## src/rtl/auth_lut_pkg.sv

```systemverilog
// Shared opcodes and payload sizing for the authorised-UID lookup table.
package auth_lut_pkg;

  localparam logic [7:0] CMD_CHECK  = 8'h10;
  localparam logic [7:0] CMD_ADD    = 8'h11;
  localparam logic [7:0] CMD_DELETE = 8'h12;

  localparam int unsigned UID_BYTES_MAX = 16;
  localparam int unsigned PAYLOAD_W     = 8 * UID_BYTES_MAX;

endpackage

```

## src/rtl/uid_slot_match.sv

```systemverilog
// Combinational compare of one stored UID against the command payload.
module uid_slot_match
  import auth_lut_pkg::*;
#(
  parameter int unsigned UID_LEN = 4
) (
  input  logic                   i_slot_valid,
  input  logic                   i_len_ok,
  input  logic [8*UID_LEN-1:0]   i_stored,
  input  logic [PAYLOAD_W-1:0]   i_payload,
  output logic                   o_hit
);

  localparam logic [PAYLOAD_W-1:0] CMP_MASK = {PAYLOAD_W{1'b1}} >> (PAYLOAD_W - 8 * UID_LEN);

  logic [PAYLOAD_W-1:0] w_diff;

  // Bytes past UID_LEN are masked so trailing payload never affects a match.
  assign w_diff = (i_payload ^ PAYLOAD_W'(i_stored)) & CMP_MASK;
  assign o_hit  = i_slot_valid & i_len_ok & (w_diff == '0);

endmodule

```

## src/rtl/uid_auth_lut.sv

```systemverilog
// Authorised-UID table: CHECK/ADD with registered result flags.
// Define AUTH_LUT_DELETE_EN to support the DELETE opcode.
module uid_auth_lut
  import auth_lut_pkg::*;
#(
  parameter int unsigned UID_MAX = 4,
  parameter int unsigned UID_LEN = 4
) (
  input  logic                 clk,
  input  logic                 rst_n,
  input  logic [7:0]           cmd,
  input  logic                 valid,
  input  logic [PAYLOAD_W-1:0] uid_bytes_flat,
  input  logic [7:0]           uid_len,
  output logic                 uid_allowed,
  output logic                 uid_added_ok,
  output logic                 uid_duplicate,
  output logic                 uid_full
);

  logic [UID_MAX-1:0]   r_valid;
  logic [8*UID_LEN-1:0] r_data [UID_MAX];

  logic                 w_len_ok;
  logic [UID_MAX-1:0]   w_hit;
  logic                 w_any_hit;
  logic [UID_MAX-1:0]   w_free_oh;
  logic                 w_full;
  logic [UID_MAX-1:0]   w_valid_d;
  logic [UID_MAX-1:0]   w_wr_oh;
  logic                 w_allowed_d;
  logic                 w_added_d;
  logic                 w_dup_d;
  logic                 w_full_d;

  assign w_len_ok  = (uid_len == 8'(UID_LEN));
  assign w_any_hit = |w_hit;
  assign w_full    = &r_valid;

  for (genvar k = 0; k < UID_MAX; k++) begin : g_slot
    uid_slot_match #(
      .UID_LEN (UID_LEN)
    ) u_match (
      .i_slot_valid (r_valid[k]),
      .i_len_ok     (w_len_ok),
      .i_stored     (r_data[k]),
      .i_payload    (uid_bytes_flat),
      .o_hit        (w_hit[k])
    );
  end

  // Lowest-index free slot, one-hot; all zero when the table is full.
  always_comb begin
    w_free_oh = '0;
    for (int k = UID_MAX - 1; k >= 0; k--) begin
      if (!r_valid[k]) begin
        w_free_oh    = '0;
        w_free_oh[k] = 1'b1;
      end
    end
  end

  always_comb begin
    w_allowed_d = 1'b0;
    w_added_d   = 1'b0;
    w_dup_d     = 1'b0;
    w_full_d    = 1'b0;
    w_valid_d   = r_valid;
    w_wr_oh     = '0;
    case (cmd)
      CMD_CHECK: w_allowed_d = w_any_hit;
      CMD_ADD: begin
        if (w_len_ok) begin
          if (w_any_hit) begin
            w_dup_d = 1'b1;
          end else if (w_full) begin
            w_full_d = 1'b1;
          end else begin
            w_added_d = 1'b1;
            w_wr_oh   = w_free_oh;
            w_valid_d = r_valid | w_free_oh;
          end
        end
      end
`ifdef AUTH_LUT_DELETE_EN
      CMD_DELETE: begin
        if (w_any_hit) begin
          w_allowed_d = 1'b1;
          w_valid_d   = r_valid & ~w_hit;
        end
      end
`endif
      default: ;
    endcase
  end

  always_ff @(posedge clk) begin
    if (!rst_n) begin
      r_valid       <= '0;
      uid_allowed   <= 1'b0;
      uid_added_ok  <= 1'b0;
      uid_duplicate <= 1'b0;
      uid_full      <= 1'b0;
    end else if (valid) begin
      r_valid       <= w_valid_d;
      uid_allowed   <= w_allowed_d;
      uid_added_ok  <= w_added_d;
      uid_duplicate <= w_dup_d;
      uid_full      <= w_full_d;
    end
  end

  // Stored bytes need no reset: a slot is only meaningful while its valid bit is set.
  always_ff @(posedge clk) begin
    for (int k = 0; k < UID_MAX; k++) begin
      if (rst_n && valid && w_wr_oh[k]) begin
        r_data[k] <= uid_bytes_flat[8*UID_LEN-1:0];
      end
    end
  end

endmodule

```

## config.mk

```make
export PLATFORM = sky130hd
export DESIGN_NAME = uid_auth_lut
export DESIGN_NICKNAME = d
export VERILOG_FILES = /design/src/rtl/auth_lut_pkg.sv /design/src/rtl/uid_slot_match.sv /design/src/rtl/uid_auth_lut.sv
export SDC_FILE = /design/constraint.sdc
export NUM_CORES = 1
export LEC_CHECK = 0
export CAP_MARGIN = 10
export CORE_MARGIN = 2
export CORE_UTILIZATION = 35
export CTS_BUF_LIST = sky130_fd_sc_hd__clkbuf_4 sky130_fd_sc_hd__clkbuf_8
export DETAILED_ROUTE_END_ITERATION = 8
export PLACE_DENSITY = 0.63
export SYNTH_ARGS = -nofsm -noshare
export SYNTH_HDL_FRONTEND = slang
export SYNTH_SLANG_ARGS = --single-unit
```

## constraint.sdc

```tcl
create_clock -name clk -period 6.1 [get_ports clk]
set_input_delay 1.22 -clock clk [delete_from_list [all_inputs] [get_ports clk]]
set_output_delay 1.22 -clock clk [all_outputs]
set_load 0.05 [all_outputs]
```

======== Yosys cells after proc, flatten, opt, wreduce, memory -nomap -nowiden ========
Memory sizes are Yosys's and may differ from the RTL's.
Index checks and enable logic that the tools add are counted.
Widths: inputs -> output; s select.
operators by class
  equal/unequal tests ..................... 3
  multiplexer cells ....................... 37
  bitwise operators ....................... 15
  reduce and logical (&&, ||, !) cells .... 15
operator list
  operator            count
  $logic_not 128->1   4
  $xor 32x32->32      4
  $mux 32             3
  $reduce_or 32->1    3
  $mux 4              8
  $mux 1              23
  $eq 8x5->1 const B  2
  $and 1x1->1         8
  $eq 8x3->1 const B  1
  $mux 2              3
  $logic_and 1x1->1   5
  $reduce_and 5->1    1
  $or 4x4->4          1
  $reduce_and 4->1    1
  $reduce_or 4->1     1
  $not 1->1           2
word-level totals
  bits in registers ....................... 8
  memory bits (writable) .................. 128
  input bits .............................. 147
  output and inout port bits .............. 4
  logic and storage cells ................. 76
  memories kept ........................... 1
memory list
  memory  depth  width  rd ports  clocked after memory_dff  write ports  RTL line            RTL
  r_data  4      32     4         0                         1            uid_auth_lut.sv:22  logic [8*UID_LEN-1:0] r_data [UID_MAX];

======== Logic depth before layout (Yosys ltp) ========
Gate-level depths: netlist (run 1).
  depth after elaboration ................. 15
  mapped depth ............................ 8
  mapped depth without buffers ............ 6

======== Cells and area by module ========
A second synthesis (run 1) with hierarchy kept.
unflattened totals
  cell total of the unflattened synthesis .. 350
  area, all modules ....................... 5736.8 um2
by module, submodules not included
  module          instances  cells an instance  area an instance (um2)
  uid_auth_lut    1          174                4275.4
  uid_slot_match  4          44                 365.4

======== Worst setup path before layout (run 1) ========
Ideal clock, no wire load.
  kind .................................... in2reg
  start ................................... input cmd[6]
  end ..................................... memory r_data[1][0] (netlist name), enable pin
  library setup time ...................... 0.513 ns
  arrival time ............................ 5.308 ns
  path slack .............................. 0.279 ns
  cell stages on the path ................. 4
  buffers on the path ..................... 0
  path through ............................ nand4bb_1 nor4_2 nand3_2 nor4b_1
on the way
  word-level cells in the longest chain between the ends .. 9
  elaborated cells between the ends (all ways) .. 23
RTL lines
  element                                                          RTL line             RTL
  start: declaration                                               uid_auth_lut.sv:11   input logic [7:0] cmd,
  $eq 8x5->1 *                                                     uid_auth_lut.sv:70   case (cmd)
  $mux 4 *                                                         uid_auth_lut.sv:70
  $logic_and 1x1->1                                                uid_auth_lut.sv:116  if (rst_n && valid && w_wr_oh[k]) begin
  $mux 1                                                           uid_auth_lut.sv:116
  $mux 1 (not written as such)                                     uid_auth_lut.sv:117  r_data[k] <= uid_bytes_flat[8*UID_LEN-1:0];
  $reduce_or 32->1 (no line)                                       -
  $mux 2 (no line) / $mux 1 (equally long branches) (3 in series)  -
  end: declaration                                                 uid_auth_lut.sv:22
Every way passes the cells marked *; elsewhere a longest branch is shown, timed or not.

======== Worst setup path after layout (run 1) ========
  start ................................... input uid_bytes_flat[20]
  end ..................................... memory r_data[1][25] (netlist name), enable pin
on the way
  word-level cells in the longest chain between the ends .. 14
  elaborated cells between the ends (all ways) .. 37
RTL lines
  element                                                          RTL line              RTL
  start: declaration                                               uid_auth_lut.sv:13    input logic [PAYLOAD_W-1:0] uid_bytes_flat,
  $xor 32x32->32                                                   uid_slot_match.sv:19  assign w_diff = (i_payload ^ PAYLOAD_W'(i_stored)) & CMP_MASK;
  $logic_not 128->1                                                uid_slot_match.sv:20  assign o_hit = i_slot_valid & i_len_ok & (w_diff == '0);
  $and 1x1->1                                                      uid_slot_match.sv:20
  $reduce_or 4->1 *                                                uid_auth_lut.sv:37    assign w_any_hit = |w_hit;
  $mux 4 *                                                         uid_auth_lut.sv:74    if (w_any_hit) begin
  $mux 4 *                                                         uid_auth_lut.sv:73    if (w_len_ok) begin
  $mux 4 *                                                         uid_auth_lut.sv:70
  $logic_and 1x1->1                                                uid_auth_lut.sv:116
  $mux 1                                                           uid_auth_lut.sv:116
  $mux 1 (not written as such)                                     uid_auth_lut.sv:117
  $reduce_or 32->1 (no line)                                       -
  $mux 2 (no line) / $mux 1 (equally long branches) (3 in series)  -
Marked as above.

==> results.sh, run 1 <==
export IMPL_syn_area_per_cell_um2=15.2
export IMPL_start_util_pct=35.6
export IMPL_leakage_uw=0.00196
export IMPL_dpl_cell_area_um2=6530
export IMPL_area_growth_pct=16.4
export IMPL_power_density_nw_per_um2=252
export IMPL_grt_max_degree=33
export IMPL_final_period_utilization_pct=59.1
export IMPL_synth_xor_area_share_pct=19.1
export IMPL_hold_buffers=0
export IMPL_critical_path_top_delay_family="buffers and inverters"
export IMPL_hold_class="flip-flop to flip-flop"
export IMPL_nets=577
export IMPL_io_buffers=54
export IMPL_critical_path_arrival_ns=3.68
export IMPL_max_freq_ghz=0.277
export IMPL_rsz0062_at_grt="false"
export IMPL_design_area_um2=6830
export IMPL_slew_headroom_pct=65.9
export IMPL_status="completed"
export IMPL_die_area_um2=17800
export IMPL_wl_um=11100
export IMPL_critPathKind="input pin to flip-flop"
export IMPL_drive_gt1_share_pct=8.43
export IMPL_synthAdderAreaFrac_pct=0
export IMPL_fp_dieH_um=133
export IMPL_clk_path_buf_depth=2
export IMPL_synth_edf_count=128
export IMPL_cts_root_buf="clkbuf_8"
export IMPL_coreArea_um2=16500
export IMPL_crit_chain="clkdlybuf4s50_1 -> xnor2_1 -> nand4_1 -> nor3_1 -> nand3_1 -> nand4_2 -> nor4b_2 -> buf_4"
export IMPL_grt_usage_pct=13.3
export IMPL_crit_fanout=32
export IMPL_cts_resized=0
export IMPL_cp_end_kind="flip-flop"
export IMPL_hold_viol=0
export IMPL_wl_per_cell_um=16.8
export IMPL_synth_largest_area_cell="edfxtp_1"
export IMPL_synth_ff_type="edfxtp_1"
export IMPL_grt_pass1_wl_um=17500
export IMPL_avgViaCountPerCell=4.62
export IMPL_synth_seq_area_share_pct=68.2
export IMPL_grt_pass1_vias=3101
export IMPL_drtIter0Drc=222
export IMPL_drtPass1Iterations=4
export IMPL_drc=0
export IMPL_final_cell_mix="xnor2_1 (128), edfxtp_1 (128), clkdlybuf4s50_1 (54), nand4_1 (28)"
export IMPL_ys_types=25
export IMPL_finalSetupViolCount=0
export IMPL_ir_drop_mv=0.127
export IMPL_final_setup_tns_ns=0
export IMPL_cp_start_kind="input pin"
export IMPL_syn_inst=386
export IMPL_cp_data_required_time_ns=6.17
export IMPL_cts_made_buffers=17
export IMPL_cts_setup_buffers=0
export IMPL_dp_slack_ns=2.04
export IMPL_h_tree_depth=4
export IMPL_post_dp_hpwl_um=7420
export IMPL_synth_top_area_share_pct=65.5
export IMPL_ant_nets=0
export IMPL_synthSimpleGateAreaFrac_pct=8.00
export IMPL_io_pins=151
export IMPL_clock_sinks=136
export IMPL_critPathSlowestCell="clkdlybuf4s50_1"
export IMPL_clk_latency_ns=0.43
export IMPL_muxShareOfSynthArea_pct=0
export IMPL_diodes=0
export IMPL_fin_crit_ns=3.61
export IMPL_die_width_um=133
export IMPL_critPathMaxStageDelay_ns=0.67
export IMPL_async_flop_share_pct=0
export IMPL_syn_area_um2=5870
export IMPL_nFillCells=1537
export IMPL_finClkSkew_ns=0.0102
export IMPL_yosysWarningCount=0
export IMPL_gp_congestion=0.746
export IMPL_grt_overflow_total=0
export IMPL_finalMaxSlewViolations=0
export IMPL_synth_top_family_by_area="XOR/XNOR gates"
export IMPL_whs_ns=0.454
export IMPL_final_setup_worst_slack_ns=2.49
export IMPL_netlist_top_cells_area="edfxtp_1 (66%), xnor2_1 (19%), nand4_1 (3.0%)"
export IMPL_path_clk_slew_ns=0.07
export IMPL_worst_pin_slew_ns=0.510
export IMPL_maxCapViolations=0
export IMPL_syn_num_nets=533
export IMPL_ys_ff_latch=136
export IMPL_via_count=3042
export IMPL_cts_tree="yes"
export IMPL_crit_buf_inv=2
export IMPL_antenna_found_initial=0
export IMPL_synth_compound_area_share_pct=1.04
export IMPL_row_count=47
stage by stage:
step	utilization (%)	total power [uW]	std cells
3_5_place_dp	39.7	1150	631
4_1_cts	41.5	1740	659
6_report	41.5	1720	659
3_3_place_gp	39.7	1150	631
5_1_grt	41.5	1790	659
2_1_floorplan	-	1110	386
synthesized netlist by cell type, types with 2 or more instances:
cell type / count
and3_1: 2
buf_2: 15
buf_6: 7
clkbuf_2: 11
dfxtp_1: 8
edfxtp_1: 128
nand2_1: 17
nand3_1: 8
nand4_1: 28
nor2b_1: 2
nor3_1: 9
nor4_1: 6
nor4b_1: 2
o21ai_1: 4
o31ai_1: 2
xnor2_1: 128
path summary, 6_finish.rpt:
kind,from,endpoint,slack [ns],cells past startpoint
min reg2reg,uid_added_ok$_SDFFE_PN0P_,uid_added_ok$_SDFFE_PN0P_,0.45,2
max reg2reg,r_data[0][20]$_DFFE_PP_,r_data[1][25]$_DFFE_PP_,3.67,7
max,uid_bytes_flat[20],r_data[1][25]$_DFFE_PP_,2.49,8
min,uid_added_ok$_SDFFE_PN0P_,uid_added_ok$_SDFFE_PN0P_,0.45,2
per-layer routing:
layer / global-route usage [%] / share of wire (%) / up-vias / routed length, um
met1: 18.1 / 48 / 1491 / 5260
met3: 4.15 / 5.2 / 10 / 570
met5: 0 / 0 / - / 0
met4: 4.43 / 1.2 / 0 / 129
li1: - / - / 1468 / -
met2: 20.3 / 46 / 73 / 5100
layout make-up:
type | count | area (um^2) | area share, %
sequential | 136 | 4000 | 58.6
multi-input combinational | 216 | 1680 | 24.6
timing repair buffer | 58 | 571 | 8.35
tap | 220 | 275 | 4.03
clock buffer | 21 | 264 | 3.87
clock inverter | 7 | 33.8 | 0.495
inverter | 1 | 3.75 | 0.0550
power breakdown:
part,internal [uW],switching (uW),leakage [uW],total [uW]
sequential,1020,0.000894,0.00121,1020
combinational,57.2,54.3,0.000590,111
clock,282,307,0.000157,590
total,1360,362,0.00196,1720
cells by family after synthesis:
kind of cell	after synthesis
xor gates and xnor gates	128
DFF	136
AOI/OAI and AO/OA	8
and+or+nand+nor	80
buffers and inverters	34
tightest hold or removal path, stage by stage, from the launching register on:
cell	delay (ns)
dfxtp_1	0.31
nand2_1	0.05
o21ai_1	0.05
flip-flops by register name, summed over array words and instances (netlist names):
register and flops:
r_data 128, r_valid 4, uid_added_ok 1, uid_allowed 1, uid_duplicate 1, uid_full 1
Note: power is estimated with default switching activity, not from simulation.
==> inputs of run 2 (changes only) <==
- PLACE_DENSITY: 0.63 -> 0.61
- clock period: 6.1 -> 3.75 ns (I/O delays scaled with it)
==> run 2 against run 1 <==
Effect of this change: register-to-register slack worse by 2.3 ns; global-route usage is 0.40 points higher; via count is 0.92% higher; combinational power is 67% higher; non-clock buffer count is 5 higher; design area is 2.6% higher; critical path depth is 1 higher; sequential share of layout area is 1.5 points lower; die area stayed put; clock power is 88% higher; worst setup slack worse by 1.9 ns; routed wire length is 1.1% higher; critical path type unchanged; largest cell class unchanged; highest routed layer unchanged.
==> results.sh, run 2 (same netlist as run 1, synthesis figures left out) <==
export IMPL_gp_congestion=0.743
export IMPL_drtPass1Iterations=4
export IMPL_start_util_pct=35.6
export IMPL_cp_data_required_time_ns=3.87
export IMPL_dpl_cell_area_um2=6640
export IMPL_wl_per_cell_um=16.8
export IMPL_p_switching_uw=607
export IMPL_cts_tree="yes"
export IMPL_crit_fanout=32
export IMPL_largest_register="r_data"
export IMPL_clk_latency_ns=0.44
export IMPL_critPathSlowestCell="clkdlybuf4s50_1"
export IMPL_whs_ns=0.446
export IMPL_crit_chain="clkdlybuf4s50_1 -> xnor2_1 -> nand4_1 -> nor4_1 -> buf_4 -> nand3_1 -> nand4_2 -> nor4b_4 -> buf_12"
export IMPL_drtIter0Drc=198
export IMPL_hold_class="flip-flop to flip-flop"
export IMPL_power_share_combinational_pct=6.3
export IMPL_row_count=47
export IMPL_netSwitchingFraction_pct=20.6
export IMPL_cts_resized=0
export IMPL_path_clk_slew_ns=0.07
export IMPL_largest_reg_flops=128
export IMPL_hold_viol=0
export IMPL_clkPwrFrac_pct=37.5
export IMPL_cts_root_buf="clkbuf_8"
export IMPL_final_cell_mix="xnor2_1 (128), edfxtp_1 (128), clkdlybuf4s50_1 (54), nand4_1 (28), clkbuf_8 (21)"
export IMPL_grt_pass1_vias=3163
export IMPL_h_tree_depth=4
export IMPL_finalSetupViolCount=0
export IMPL_regArea_um2=4000
export IMPL_io_pins=151
export IMPL_seqPwrFrac_pct=56.2
export IMPL_power_density_nw_per_um2=420
export IMPL_antenna_found_initial=0
export IMPL_top_regs="r_data: 128 flops, r_valid: 4 flops"
export IMPL_max_freq_ghz=0.322
export IMPL_wl_um=11200
export IMPL_diodes=0
export IMPL_via_count=3070
export IMPL_fp_dieH_um=133
export IMPL_grt_usage_pct=13.7
export IMPL_grt_pass1_wl_um=18000
export IMPL_cp_end_kind="flip-flop"
export IMPL_finalMaxSlewViolations=0
export IMPL_slew_headroom_pct=63.3
export IMPL_maxCapViolations=0
export IMPL_grt_overflow_total=0
export IMPL_drive_gt1_share_pct=10.9
export IMPL_cts_setup_buffers=0
export IMPL_multi_input_area_um2=1700
export IMPL_grt_max_degree=33
export IMPL_coreArea_um2=16500
export IMPL_leakage_uw=0.00204
export IMPL_nets=582
export IMPL_worst_pin_slew_ns=0.549
export IMPL_cts_made_buffers=17
export IMPL_critical_path_arrival_ns=3.23
export IMPL_nFillCells=1510
export IMPL_status="completed"
export IMPL_avgViaCountPerCell=4.60
export IMPL_ir_drop_mv=0.198
export IMPL_die_area_um2=17800
export IMPL_io_buffers=54
export IMPL_drc=0
export IMPL_post_dp_hpwl_um=7590
export IMPL_fin_crit_ns=3.11
export IMPL_area_growth_pct=19.4
export IMPL_critPathKind="input pin to flip-flop"
export IMPL_final_setup_tns_ns=0
export IMPL_hold_buffers=0
export IMPL_finClkSkew_ns=0.0153
export IMPL_rsz0062_at_grt="false"
export IMPL_cp_start_kind="input pin"
export IMPL_ant_nets=0
export IMPL_design_area_um2=7010
export IMPL_clock_sinks=136
export IMPL_die_width_um=133
export IMPL_critPathMaxStageDelay_ns=0.70
export IMPL_clk_path_buf_depth=2
export IMPL_p_int_uw=2340
export IMPL_final_period_utilization_pct=82.9
run 2: changes by cell type in the layout (fill, tap and decap cells not counted), sizes merged:
cell and change:
clkbuf +8, buf +5, clkinv -5, inv +2, clkinvlp -1
run 2: final cells by class:
type                    count  share of cell area [%]
multi-input cells         216                    24.3
clock buffers              29                    4.98
flip-flops and latches    136                    57.1
inverters                   1                  0.0536
clock inverters             3                   0.250
repair buffers             63                    9.39
well taps                 220                    3.93
run 2: power by group through the flow:
stage	Sequential (uW)	Clock [uW]	Combinational [uW]
5_1_grt	1660	1200	203
3_5_place_dp	1690	0	188
2_1_floorplan	1690	0	107
4_1_cts	1660	1140	190
3_3_place_gp	1690	0	185
6_report	1660	1110	185
run 2: worst max-delay path: cells and delay by family:
kind                   cells  cell delay, ns
AND/OR/NAND/NOR            5            1.09
buffers and inverters      3            1.11
XOR/XNOR                   1            0.26
run 2: path summary, 6_finish.rpt:
| check | from | end | slack (ns) | depth (start not counted) |
|---|---|---|---|---|
| hold reg to reg | uid_added_ok$_SDFFE_PN0P_ | uid_added_ok$_SDFFE_PN0P_ | 0.45 | 2 |
| hold / removal | uid_added_ok$_SDFFE_PN0P_ | uid_added_ok$_SDFFE_PN0P_ | 0.45 | 2 |
| setup reg to reg | r_data[2][18]$_DFFE_PP_ | r_data[3][17]$_DFFE_PP_ | 1.33 | 8 |
| setup / recovery | uid_bytes_flat[28] | r_data[3][17]$_DFFE_PP_ | 0.64 | 9 |
run 2: routing by layer:
layer	track usage [%]	routed length, um	up-vias
met3	4.00	583	18
li1	-	-	1478
met5	0	0	-
met2	21.1	5160	81
met1	18.4	5270	1493
met4	5.14	176	0
run 2: stage by stage:
stage | worst slack (ns) | utilization [%] | std cells | power, uW
floorplan | -0.0608 | - | 386 | 1800
global placement | 0.260 | 40.3 | 636 | 1880
detailed placement | 0.218 | 40.3 | 636 | 1880
CTS | 0.686 | 42.6 | 668 | 2980
global route | 0.530 | 42.6 | 668 | 3060
finish | 0.640 | 42.6 | 668 | 2950
